**config.mk**
```make
export PLATFORM = sky130hd
export DESIGN_NAME = branch_predictor_flat
export DESIGN_NICKNAME = d
export VERILOG_FILES = /design/src/rtl/branch_predictor_pkg.sv /design/src/rtl/branch_predictor_if.sv /design/src/rtl/branch_predictor_sat_counter2.sv /design/src/rtl/branch_predictor.sv /design/src/flat_wrapper.sv
export SDC_FILE = /design/constraint.sdc
export NUM_CORES = 2
export LEC_CHECK = 0
export ABC_AREA = 1
export ABC_CLOCK_PERIOD_IN_PS = 54500
export CAP_MARGIN = 20
export CORE_MARGIN = 2
export CORE_UTILIZATION = 58
export DETAILED_ROUTE_END_ITERATION = 16
export PLACE_DENSITY_LB_ADDON = 0.1
export SYNTH_ARGS = -nofsm -noshare
export SYNTH_HDL_FRONTEND = slang
export SYNTH_SLANG_ARGS = --single-unit
```
**constraint.sdc**
```tcl
create_clock -name clk -period 54.5 [get_ports clk]
set_clock_uncertainty 0.15 [all_clocks]
set_input_delay 8.175 -clock clk [delete_from_list [all_inputs] [get_ports clk]]
set_output_delay 8.175 -clock clk [all_outputs]
set_load 0.005 [all_outputs]
```
**src/rtl/branch_predictor_pkg.sv**
```systemverilog
// rtl/branch_predictor_pkg.sv - shared encodings and PC slice helpers for the branch predictor
package branch_predictor_pkg;

    typedef enum logic [3:0] {
        OP_ALU_R  = 4'b0000,
        OP_ALU_I  = 4'b0001,
        OP_BRANCH = 4'b0010
    } opcode_e;

    localparam logic [1:0] CTR_SNT = 2'b00;
    localparam logic [1:0] CTR_WNT = 2'b01;
    localparam logic [1:0] CTR_WT  = 2'b10;
    localparam logic [1:0] CTR_ST  = 2'b11;

    // Word-aligned PCs: bits [1:0] never take part in index or tag.
    function automatic logic [63:0] pc_index(input logic [63:0] pc, input int idx_bits);
        return (pc >> 2) & ((64'd1 << idx_bits) - 64'd1);
    endfunction

    function automatic logic [63:0] pc_tag(input logic [63:0] pc, input int idx_bits);
        return pc >> (idx_bits + 2);
    endfunction

endpackage

```
**src/rtl/branch_predictor_if.sv**
```systemverilog
// rtl/branch_predictor_if.sv - fetch lookup, EX training and perf counter bundle
interface branch_predictor_if #(
    parameter int DBITS = 32
);
    logic [DBITS-1:0] IF_PC;
    logic             pred_taken;
    logic [DBITS-1:0] pred_target;
    logic             EX_update;
    logic [DBITS-1:0] EX_PC;
    logic [DBITS-1:0] EX_PC_IMM;
    logic             EX_condFlag;
    logic             EX_correct;
    logic [DBITS-1:0] branch_count;
    logic [DBITS-1:0] mispredict_count;

    modport master (
        output IF_PC, EX_update, EX_PC, EX_PC_IMM, EX_condFlag, EX_correct,
        input  pred_taken, pred_target, branch_count, mispredict_count
    );

    modport slave (
        input  IF_PC, EX_update, EX_PC, EX_PC_IMM, EX_condFlag, EX_correct,
        output pred_taken, pred_target, branch_count, mispredict_count
    );
endinterface

```
**src/rtl/branch_predictor_sat_counter2.sv**
```systemverilog
// rtl/branch_predictor_sat_counter2.sv - 2-bit up/down saturating counter with load
module branch_predictor_sat_counter2
    import branch_predictor_pkg::*;
(
    input  logic       clk,
    input  logic       rst,
    input  logic       en_i,
    input  logic       up_i,
    input  logic       load_i,
    input  logic [1:0] load_val_i,
    output logic [1:0] ctr_o
);
    logic [1:0] ctr_q, ctr_d;

    always_comb begin
        ctr_d = ctr_q;
        if (load_i) begin
            ctr_d = load_val_i;
        end else if (en_i) begin
            if (up_i) begin
                ctr_d = (ctr_q == CTR_ST) ? CTR_ST : ctr_q + 2'd1;
            end else begin
                ctr_d = (ctr_q == CTR_SNT) ? CTR_SNT : ctr_q - 2'd1;
            end
        end
    end

    always_ff @(posedge clk or posedge rst) begin
        if (rst) begin
            ctr_q <= CTR_WNT;
        end else begin
            ctr_q <= ctr_d;
        end
    end

    assign ctr_o = ctr_q;
endmodule

```
**src/rtl/branch_predictor.sv**
```systemverilog
// rtl/branch_predictor.sv - direct-mapped 2-bit branch predictor with perf counters
module branch_predictor
    import branch_predictor_pkg::*;
#(
    parameter int DBITS    = 32,
    parameter int IDX_BITS = 4,
    parameter int TAG_BITS = DBITS - IDX_BITS - 2
) (
    input  logic                clk,
    input  logic                reset,
    branch_predictor_if.slave   bp
);
    localparam int ENTRIES = 1 << IDX_BITS;

    logic                valid_q  [ENTRIES];
    logic [TAG_BITS-1:0] tag_q    [ENTRIES];
    logic [DBITS-1:0]    target_q [ENTRIES];
    logic [1:0]          ctr_w    [ENTRIES];

    logic [IDX_BITS-1:0] if_idx, ex_idx;
    logic [TAG_BITS-1:0] if_tag, ex_tag;
    logic                if_hit, ex_hit;
    logic [DBITS-1:0]    branch_count_q, branch_count_d;
    logic [DBITS-1:0]    mispredict_count_q, mispredict_count_d;

    assign if_idx = IDX_BITS'(pc_index(64'(bp.IF_PC), IDX_BITS));
    assign if_tag = TAG_BITS'(pc_tag(64'(bp.IF_PC), IDX_BITS));
    assign ex_idx = IDX_BITS'(pc_index(64'(bp.EX_PC), IDX_BITS));
    assign ex_tag = TAG_BITS'(pc_tag(64'(bp.EX_PC), IDX_BITS));

    // Lookup reads registered state only, so a same-cycle update is seen next cycle.
    assign if_hit         = valid_q[if_idx] && (tag_q[if_idx] == if_tag);
    assign ex_hit         = valid_q[ex_idx] && (tag_q[ex_idx] == ex_tag);
    assign bp.pred_taken  = if_hit && ctr_w[if_idx][1];
    assign bp.pred_target = bp.pred_taken ? target_q[if_idx] : bp.IF_PC + DBITS'(4);

    for (genvar i = 0; i < ENTRIES; i++) begin : g_entry
        logic sel;
        assign sel = bp.EX_update && (ex_idx == IDX_BITS'(i));
        branch_predictor_sat_counter2 u_ctr (
            .clk        (clk),
            .rst        (reset),
            .en_i       (sel && ex_hit),
            .up_i       (bp.EX_condFlag),
            .load_i     (sel && !ex_hit),
            .load_val_i (bp.EX_condFlag ? CTR_WT : CTR_WNT),
            .ctr_o      (ctr_w[i])
        );
    end

    always_ff @(posedge clk or posedge reset) begin
        if (reset) begin
            for (int i = 0; i < ENTRIES; i++) begin
                valid_q[i]  <= 1'b0;
                tag_q[i]    <= '0;
                target_q[i] <= '0;
            end
        end else if (bp.EX_update) begin
            if (!ex_hit) begin
                valid_q[ex_idx]  <= 1'b1;
                tag_q[ex_idx]    <= ex_tag;
                target_q[ex_idx] <= bp.EX_PC_IMM;
            end else if (bp.EX_condFlag) begin
                target_q[ex_idx] <= bp.EX_PC_IMM;
            end
        end
    end

    always_comb begin
        branch_count_d     = branch_count_q;
        mispredict_count_d = mispredict_count_q;
        if (bp.EX_update) begin
            if (!(&branch_count_q)) begin
                branch_count_d = branch_count_q + DBITS'(1);
            end
            if (!bp.EX_correct && !(&mispredict_count_q)) begin
                mispredict_count_d = mispredict_count_q + DBITS'(1);
            end
        end
    end

    always_ff @(posedge clk or posedge reset) begin
        if (reset) begin
            branch_count_q     <= '0;
            mispredict_count_q <= '0;
        end else begin
            branch_count_q     <= branch_count_d;
            mispredict_count_q <= mispredict_count_d;
        end
    end

    assign bp.branch_count     = branch_count_q;
    assign bp.mispredict_count = mispredict_count_q;
endmodule

```
**src/flat_wrapper.sv**
```systemverilog
// flat-port wrapper written by rule: the top's interface ports become plain ports
module branch_predictor_flat import branch_predictor_pkg::*;
#(
    parameter int DBITS    = 32,
    parameter int IDX_BITS = 4,
    parameter int TAG_BITS = DBITS - IDX_BITS - 2
)
  (clk, reset, bp_IF_PC, bp_EX_update, bp_EX_PC, bp_EX_PC_IMM, bp_EX_condFlag, bp_EX_correct, bp_pred_taken, bp_pred_target, bp_branch_count, bp_mispredict_count);
  branch_predictor_if #(.DBITS(DBITS)) bp_i ();
  input  logic clk;
  input  logic reset;
  input wire logic [$bits(bp_i.IF_PC)-1:0] bp_IF_PC;
  input wire logic [$bits(bp_i.EX_update)-1:0] bp_EX_update;
  input wire logic [$bits(bp_i.EX_PC)-1:0] bp_EX_PC;
  input wire logic [$bits(bp_i.EX_PC_IMM)-1:0] bp_EX_PC_IMM;
  input wire logic [$bits(bp_i.EX_condFlag)-1:0] bp_EX_condFlag;
  input wire logic [$bits(bp_i.EX_correct)-1:0] bp_EX_correct;
  output wire logic [$bits(bp_i.pred_taken)-1:0] bp_pred_taken;
  output wire logic [$bits(bp_i.pred_target)-1:0] bp_pred_target;
  output wire logic [$bits(bp_i.branch_count)-1:0] bp_branch_count;
  output wire logic [$bits(bp_i.mispredict_count)-1:0] bp_mispredict_count;
  assign bp_i.IF_PC = bp_IF_PC;
  assign bp_i.EX_update = bp_EX_update;
  assign bp_i.EX_PC = bp_EX_PC;
  assign bp_i.EX_PC_IMM = bp_EX_PC_IMM;
  assign bp_i.EX_condFlag = bp_EX_condFlag;
  assign bp_i.EX_correct = bp_EX_correct;
  assign bp_pred_taken = bp_i.pred_taken;
  assign bp_pred_target = bp_i.pred_target;
  assign bp_branch_count = bp_i.branch_count;
  assign bp_mispredict_count = bp_i.mispredict_count;
  branch_predictor #(.DBITS(DBITS), .IDX_BITS(IDX_BITS), .TAG_BITS(TAG_BITS)) u_core (.clk(clk), .reset(reset), .bp(bp_i));
endmodule
```
* After elaboration in Yosys (flattened, before gate mapping)
Index checks and enable logic that the tools add are counted.
** Storage, ports and cells
- Register bits after elaboration :: 1040
- Bits in latches :: 0
- Memory bits (writable) :: 0
- Memory bits (read-only) :: 0
- Input port bits :: 101
- Output and inout bits :: 97
- Memories :: 0
** Cells by class
- $add $sub $neg :: 35
- $mul :: 0
- Divide/modulo/power cells :: 0
- Order comparisons :: 3
- Equal/unequal tests :: 34
- Shifts and indexed selects :: 0
- Muxes and demuxes :: 110
- Bitwise operators :: 5
- Reductions and logical operators :: 95
** Operators with widths (count)
- $mux 512 :: 2
- $bwmux 512 :: 1
- $bwmux 416 :: 1
- $bmux 26 s4 :: 2
- $mux 2 :: 83
- $mux 26 :: 5
- $bmux 32 s4 :: 1
- $demux 32 s4 :: 1
- $mux 32 :: 4
- $demux 26 s4 :: 1
- $add 32x1->32 const B :: 2
- $reduce_and 32->1 :: 2
- $logic_and 1x1->1 :: 53
- $eq 26x26->1 :: 2
- $add 2x1->2 const B :: 16
- $add 32x3->32 const B :: 1
- $eq 2x2->1 const B :: 16
- $eq 4x4->1 const B :: 8
- $logic_not 2->1 :: 16
- $reduce_bool 2->1 :: 16
- $sub 2x1->2 const B :: 16
- $eq 4x3->1 const B :: 4
- $or 16x16->16 :: 1
- $ge 5x5->1 const B :: 2
- 13 further kinds :: 26

* Depth between registers and ports, before layout
- Depth after elaboration :: 9
- Depth in mapped cells :: 24
- Gate-level depth less buffers :: 20

* By module
From an unflattened synthesis, not the netlist that was laid out.
** Unflattened totals
- Cells, all modules :: 8161
- Area, all modules :: 57111.0 µm²
** Modules (own cells, without submodules)
- branch_predictor :: times used 1, cells an instance 7761, area each 54828.8 µm², seq. area each 25224.2 µm²
- branch_predictor_sat_counter2 :: times used 16, cells an instance 25, area each 142.6 µm², seq. area each 51.3 µm²

* Least setup slack after synthesis
No wires, ideal clock.
- Path kind :: input to output
- Start point :: input port bp_IF_PC[2]
- End point :: output port bp_pred_target[31]
- Arrival time :: 10.261 ns
- Setup slack :: 35.914 ns
- Stages :: 16
- Cells stage by stage :: inv_2 -> buf_2 -> buf_2 -> nor3_1 -> nand2_1 -> nor2_1 -> nand2_1 -> nor2_1 -> nand3_1 -> nor2_1 -> nand2_1 -> nor2_1 -> nand4_1 -> xor2_1 -> nand2_1 -> nand2_1
** Between the ends
- Longest elaborated chain between the ends :: 8
- Elaborated cells between the ends (all ways) :: 18
- Classes of those cells :: add/sub: 1; eq/ne: 1; mux: 13; bitwise: 1; reduce/logical: 2
** RTL lines
- start: declaration :: line flat_wrapper.sv:12 : input wire logic [$bits(bp_i.IF_PC)-1:0] bp_IF_PC;
- $not 4->5 (implied by the code) :: line branch_predictor.sv:32, branch_predictor.sv:34, branch_predictor.sv:35
- $bmux 26 s4 :: line branch_predictor.sv:32 : assign if_hit = valid_q[if_idx] && (tag_q[if_idx] == if_tag);
- $mux 26 (implied by the code) (2 in series) :: line branch_predictor.sv:32
- $eq 26x26->1 :: line branch_predictor.sv:32
- $logic_and 1x1->1 :: line branch_predictor.sv:32
- $logic_and 1x1->1 :: line branch_predictor.sv:34 : assign bp.pred_taken = if_hit && ctr_w[if_idx][1];
- $mux 32 * :: line branch_predictor.sv:35 : assign bp.pred_target = bp.pred_taken ? target_q[if_idx] : bp.IF_PC + DBITS'(4);
- end: declaration :: line flat_wrapper.sv:19 : output wire logic [$bits(bp_i.pred_target)-1:0] bp_pred_target;
Every way passes the cells marked *; elsewhere a longest branch is shown, timed or not. The select of a mux whose other input is x is not followed.

* Final worst setup path
- Start point :: input port bp_IF_PC[2]
- End point :: output port bp_pred_target[27]
The elaborated chain is that of the path after synthesis.

==> results.toml <==
[run_status]
outcome = "completed"

[clock_network]
post_cts_resized = 0
htreeDepth = 3
cts_hold_buf = 0
cts_tree = "done"
clock-root-buffer = "clkbuf_16"
clock_sinks = 1040
clk_path_buf_depth = 3
insertion_delay_ns = 0.73
clkTransAtPathRegs_ns = 0.06
cts_buffers = 111
postCtsSetupBuffers = 0

[hold_path]
worstHoldPathType = "flip-flop to flip-flop"
min_from = "u_core.g_entry[10].u_ctr.ctr_o[0]"

[sta]
worst_slew_pin_slew_ns = 1.19
max_slew_margin_pct = 20.3
finalSetupTns_ns = 0
period_minus_slack_ns = 23.01
finalSetupViolCount = 0
fmax_mhz = 43.5
rsz0062_at_grt = "false"
layout_worst_path_cycle_share_pct = 42.2
slew_viol_final = 0
hold_violations = 0

[cells_and_area]
drive_gt1_share_pct = 4.64
final_net_count = 7652
synthToLayoutAreaGrowth_pct = 10.8

[floorplan]
num_rows = 112
die_w_um = 311
initial_utilization_pct = 58.5
dieArea_sq_um = 96500
core_sq_um = 93200
ios = 198
fp.dieH_um = 311

[routing]
viasPerCell = 6.03
drt_iter0_drc = 7677
vias = 53700
routed_wirelength_mm = 198
dr.pass1.iters = 9
wl_per_cell_um = 22.2
drtAntennaViolNets = 0
drc = 0

[global_route]
grt_pass1_vias = 49600
grt-ovfl-total = 0
grt_usage_pct = 40.3
grt_max_degree = 180
antenna_found_initial = 16
grt_pass1_wl_mm = 300

[synth]
yosysSeqAreaShare_pct = 47.8
postSynth.asyncResetShare_pct = 100
synthCells = 7702
synth-edff-count = 0
postSynthAreaPerCell_sq_um = 7.08
yosysUniqueCellTypes = 36
synth-main-ff-cell = "dfrtp_1"
syn_area_sq_um = 54500
yosys_warnings = 0
synthesis.nets = 7806
ys_ff_latch = 1040

[critical_path]
critPathLaunchType = "primary input"
crit_path_end_kind = "output pin"
cp_max_fo = 176
cp.required_ns = 46.17
path_class = "primary input to output pin"
reg2reg_from = "u_core.tag_q[23]"
critPathMaxStageDelay_ns = 0.92
worst_path_max_delay_cell = "nor2_4"
cp.buffers_inverters = 6
critPathArrivalTime_ns = 14.68
crit_start = "bp_IF_PC[2]"
cpLargestDelayFamily = "buffers and inverters"
cp_cell_sequence = "buf_8 > inv_8 > buf_4 > buf_4 > a21oi_1 > o21ai_0 > o21ai_0 > nand2_1 > nand3_1 > nand2_1 > nand2_1 > nor2_1 > nand2_1 > nor2_1 > nand2_1 > buf_4 > nor2_4 > nor2_1 > nor2_1 > clkdlybuf4s50_1"
critPathMostFrequentCell = "nand2_1"

[placement]
place.gp.congestion = 0.987
post-dp-hpwl_mm = 110
numPortBuffers = 195

[run]
maxCapViolCount = 0

[pwr]
leakagePower_nw = 30.3
total_power_w = 0.00223
p_per_area_nw_per_um2 = 37.0
ir_drop_v = 0.0000297
## sequential cells by signal, summed over array words and instances (netlist names)
| register | cells |
|---|---|
| u_core.bp.mispredict_count | 32 |
| u_core.tag_q | 416 |
| u_core.target_q | 512 |
| u_core.valid_q | 16 |
| u_core.bp.branch_count | 32 |
| u_core.g_entry.u_ctr.ctr_o | 32 |
## worst paths after layout
path                                                     endpoint  slack (ns)  cells past startpoint
worst max-delay path                           bp_pred_target[27]       31.49                     20
worst min-delay path            u_core.g_entry[10].u_ctr.ctr_o[0]        0.32                      2
worst max register to register               u_core.target_q[232]       49.67                     16
worst min register to register  u_core.g_entry[10].u_ctr.ctr_o[0]        0.32                      2
max in group asynchronous                       u_core.tag_q[110]       42.42                      6
min in group asynchronous               u_core.bp.branch_count[3]        7.82                      2
## worst register-to-register path: stages (launching register included)
cell,delay [ns]
dfrtp_1,0.40
inv_1,0.06
nor2_1,0.04
a21oi_1,0.14
nand2_1,0.06
nand2_1,0.05
nand2_1,0.08
o21ai_0,0.55
and2_1,0.22
nand3_1,0.08
nor2_1,0.50
nand3_2,0.60
nand2_2,0.18
buf_4,0.58
inv_2,0.69
nand2_1,0.27
nand2_1,0.08
## cell type report
cell class / count / area (sq um)
well taps: 1254 / 1570
fillers: 8285 / 32800
inverters: 257 / 990
multi-input cells: 5858 / 25300
flip-flops and latches: 1040 / 26000
diodes: 5 / 12.5
clock buffers: 173 / 3410
repair buffers: 280 / 2640
clock inverters: 37 / 460
## cell usage after synthesis, types with 4 or more instances
| library cell | number | area, sq um |
|---|---|---|
| a21oi_1 | 103 | 515 |
| buf_1 | 77 | 289 |
| buf_2 | 198 | 991 |
| buf_4 | 4 | 30.0 |
| clkbuf_1 | 256 | 961 |
| clkbuf_2 | 12 | 60.1 |
| clkinv_1 | 4 | 15.0 |
| dfrtp_1 | 1024 | 25600 |
| dfstp_2 | 16 | 420 |
| inv_1 | 239 | 897 |
| inv_2 | 14 | 52.6 |
| nand2_1 | 3420 | 12800 |
| nand2_2 | 20 | 125 |
| nand3_1 | 203 | 1020 |
| nand3b_1 | 5 | 37.5 |
| nand4_1 | 23 | 144 |
| nor2_1 | 673 | 2530 |
| nor3_1 | 38 | 190 |
| nor4_1 | 7 | 43.8 |
| o211ai_1 | 74 | 556 |
| o21ai_0 | 1017 | 5090 |
| o21ai_1 | 7 | 35.0 |
| o21bai_1 | 6 | 45.0 |
| o221ai_1 | 48 | 420 |
| o22ai_1 | 108 | 676 |
| xnor2_1 | 24 | 210 |
| xor2_1 | 66 | 578 |
## report_power, final
| part | leakage, nW | internal, W | switching [W] |
|---|---|---|---|
| Clock | 1.92 | 0.000468 | 0.000331 |
| Combinational | 15.2 | 0.000152 | 0.000258 |
| Sequential | 13.1 | 0.000925 | 0.0000979 |
## logic make-up after synthesis
group | count (synthesis) | synth area share, %
AND/OR/NAND/NOR | 4399 | 31.2
AO/OA/AOI/OAI | 1366 | 13.5
flip-flops | 1040 | 47.8
buffers and inverters | 804 | 6.04
XOR/XNOR | 90 | 1.45
adder cells (fa/ha/maj) | 3 | 0.0689
## cell usage in the layout, fill, tap and decap left out, types with 7 or more instances in the layout
| master | instances |
|---|---|
| a21oi_1 | 103 |
| buf_4 | 83 |
| bufinv_16 | 8 |
| clkbuf_1 | 24 |
| clkbuf_16 | 113 |
| clkbuf_8 | 36 |
| clkdlybuf4s50_1 | 189 |
| clkinv_2 | 24 |
| dfrtp_1 | 1024 |
| dfstp_2 | 16 |
| inv_1 | 235 |
| inv_2 | 14 |
| nand2_1 | 3406 |
| nand2_2 | 34 |
| nand3_1 | 203 |
| nand4_1 | 23 |
| nor2_1 | 669 |
| nor3_1 | 38 |
| nor4_1 | 7 |
| o211ai_1 | 74 |
| o21ai_0 | 1017 |
| o21ai_1 | 7 |
| o221ai_1 | 48 |
| o22ai_1 | 108 |
| xnor2_1 | 24 |
| xor2_1 | 66 |
## through the flow
step                util [%]  hold WS (ns)  setup WS (ns)  instances  cell area, sq um
floorplan                  -         0.282          16.93       7702             54500
global placement        60.6         0.298          31.88       8688             56500
detailed placement      60.6         0.307          31.87       8688             56500
CTS                     64.8         0.321          31.86       8898             60400
global route            64.8         0.334          31.33       8904             60400
finish                  64.8         0.321          31.49       8904             60400
## routing by layer
metal / up-vias / GRT usage [%] / wire length (um)
met5: - / 1.38 / 323
met4: 22 / 22.3 / 12100
met3: 705 / 10.4 / 24400
met2: 3375 / 59.6 / 84400
met1: 25400 / 54.3 / 76500
li1: 24200 / - / -
Note: power is estimated with default switching activity, not from simulation.
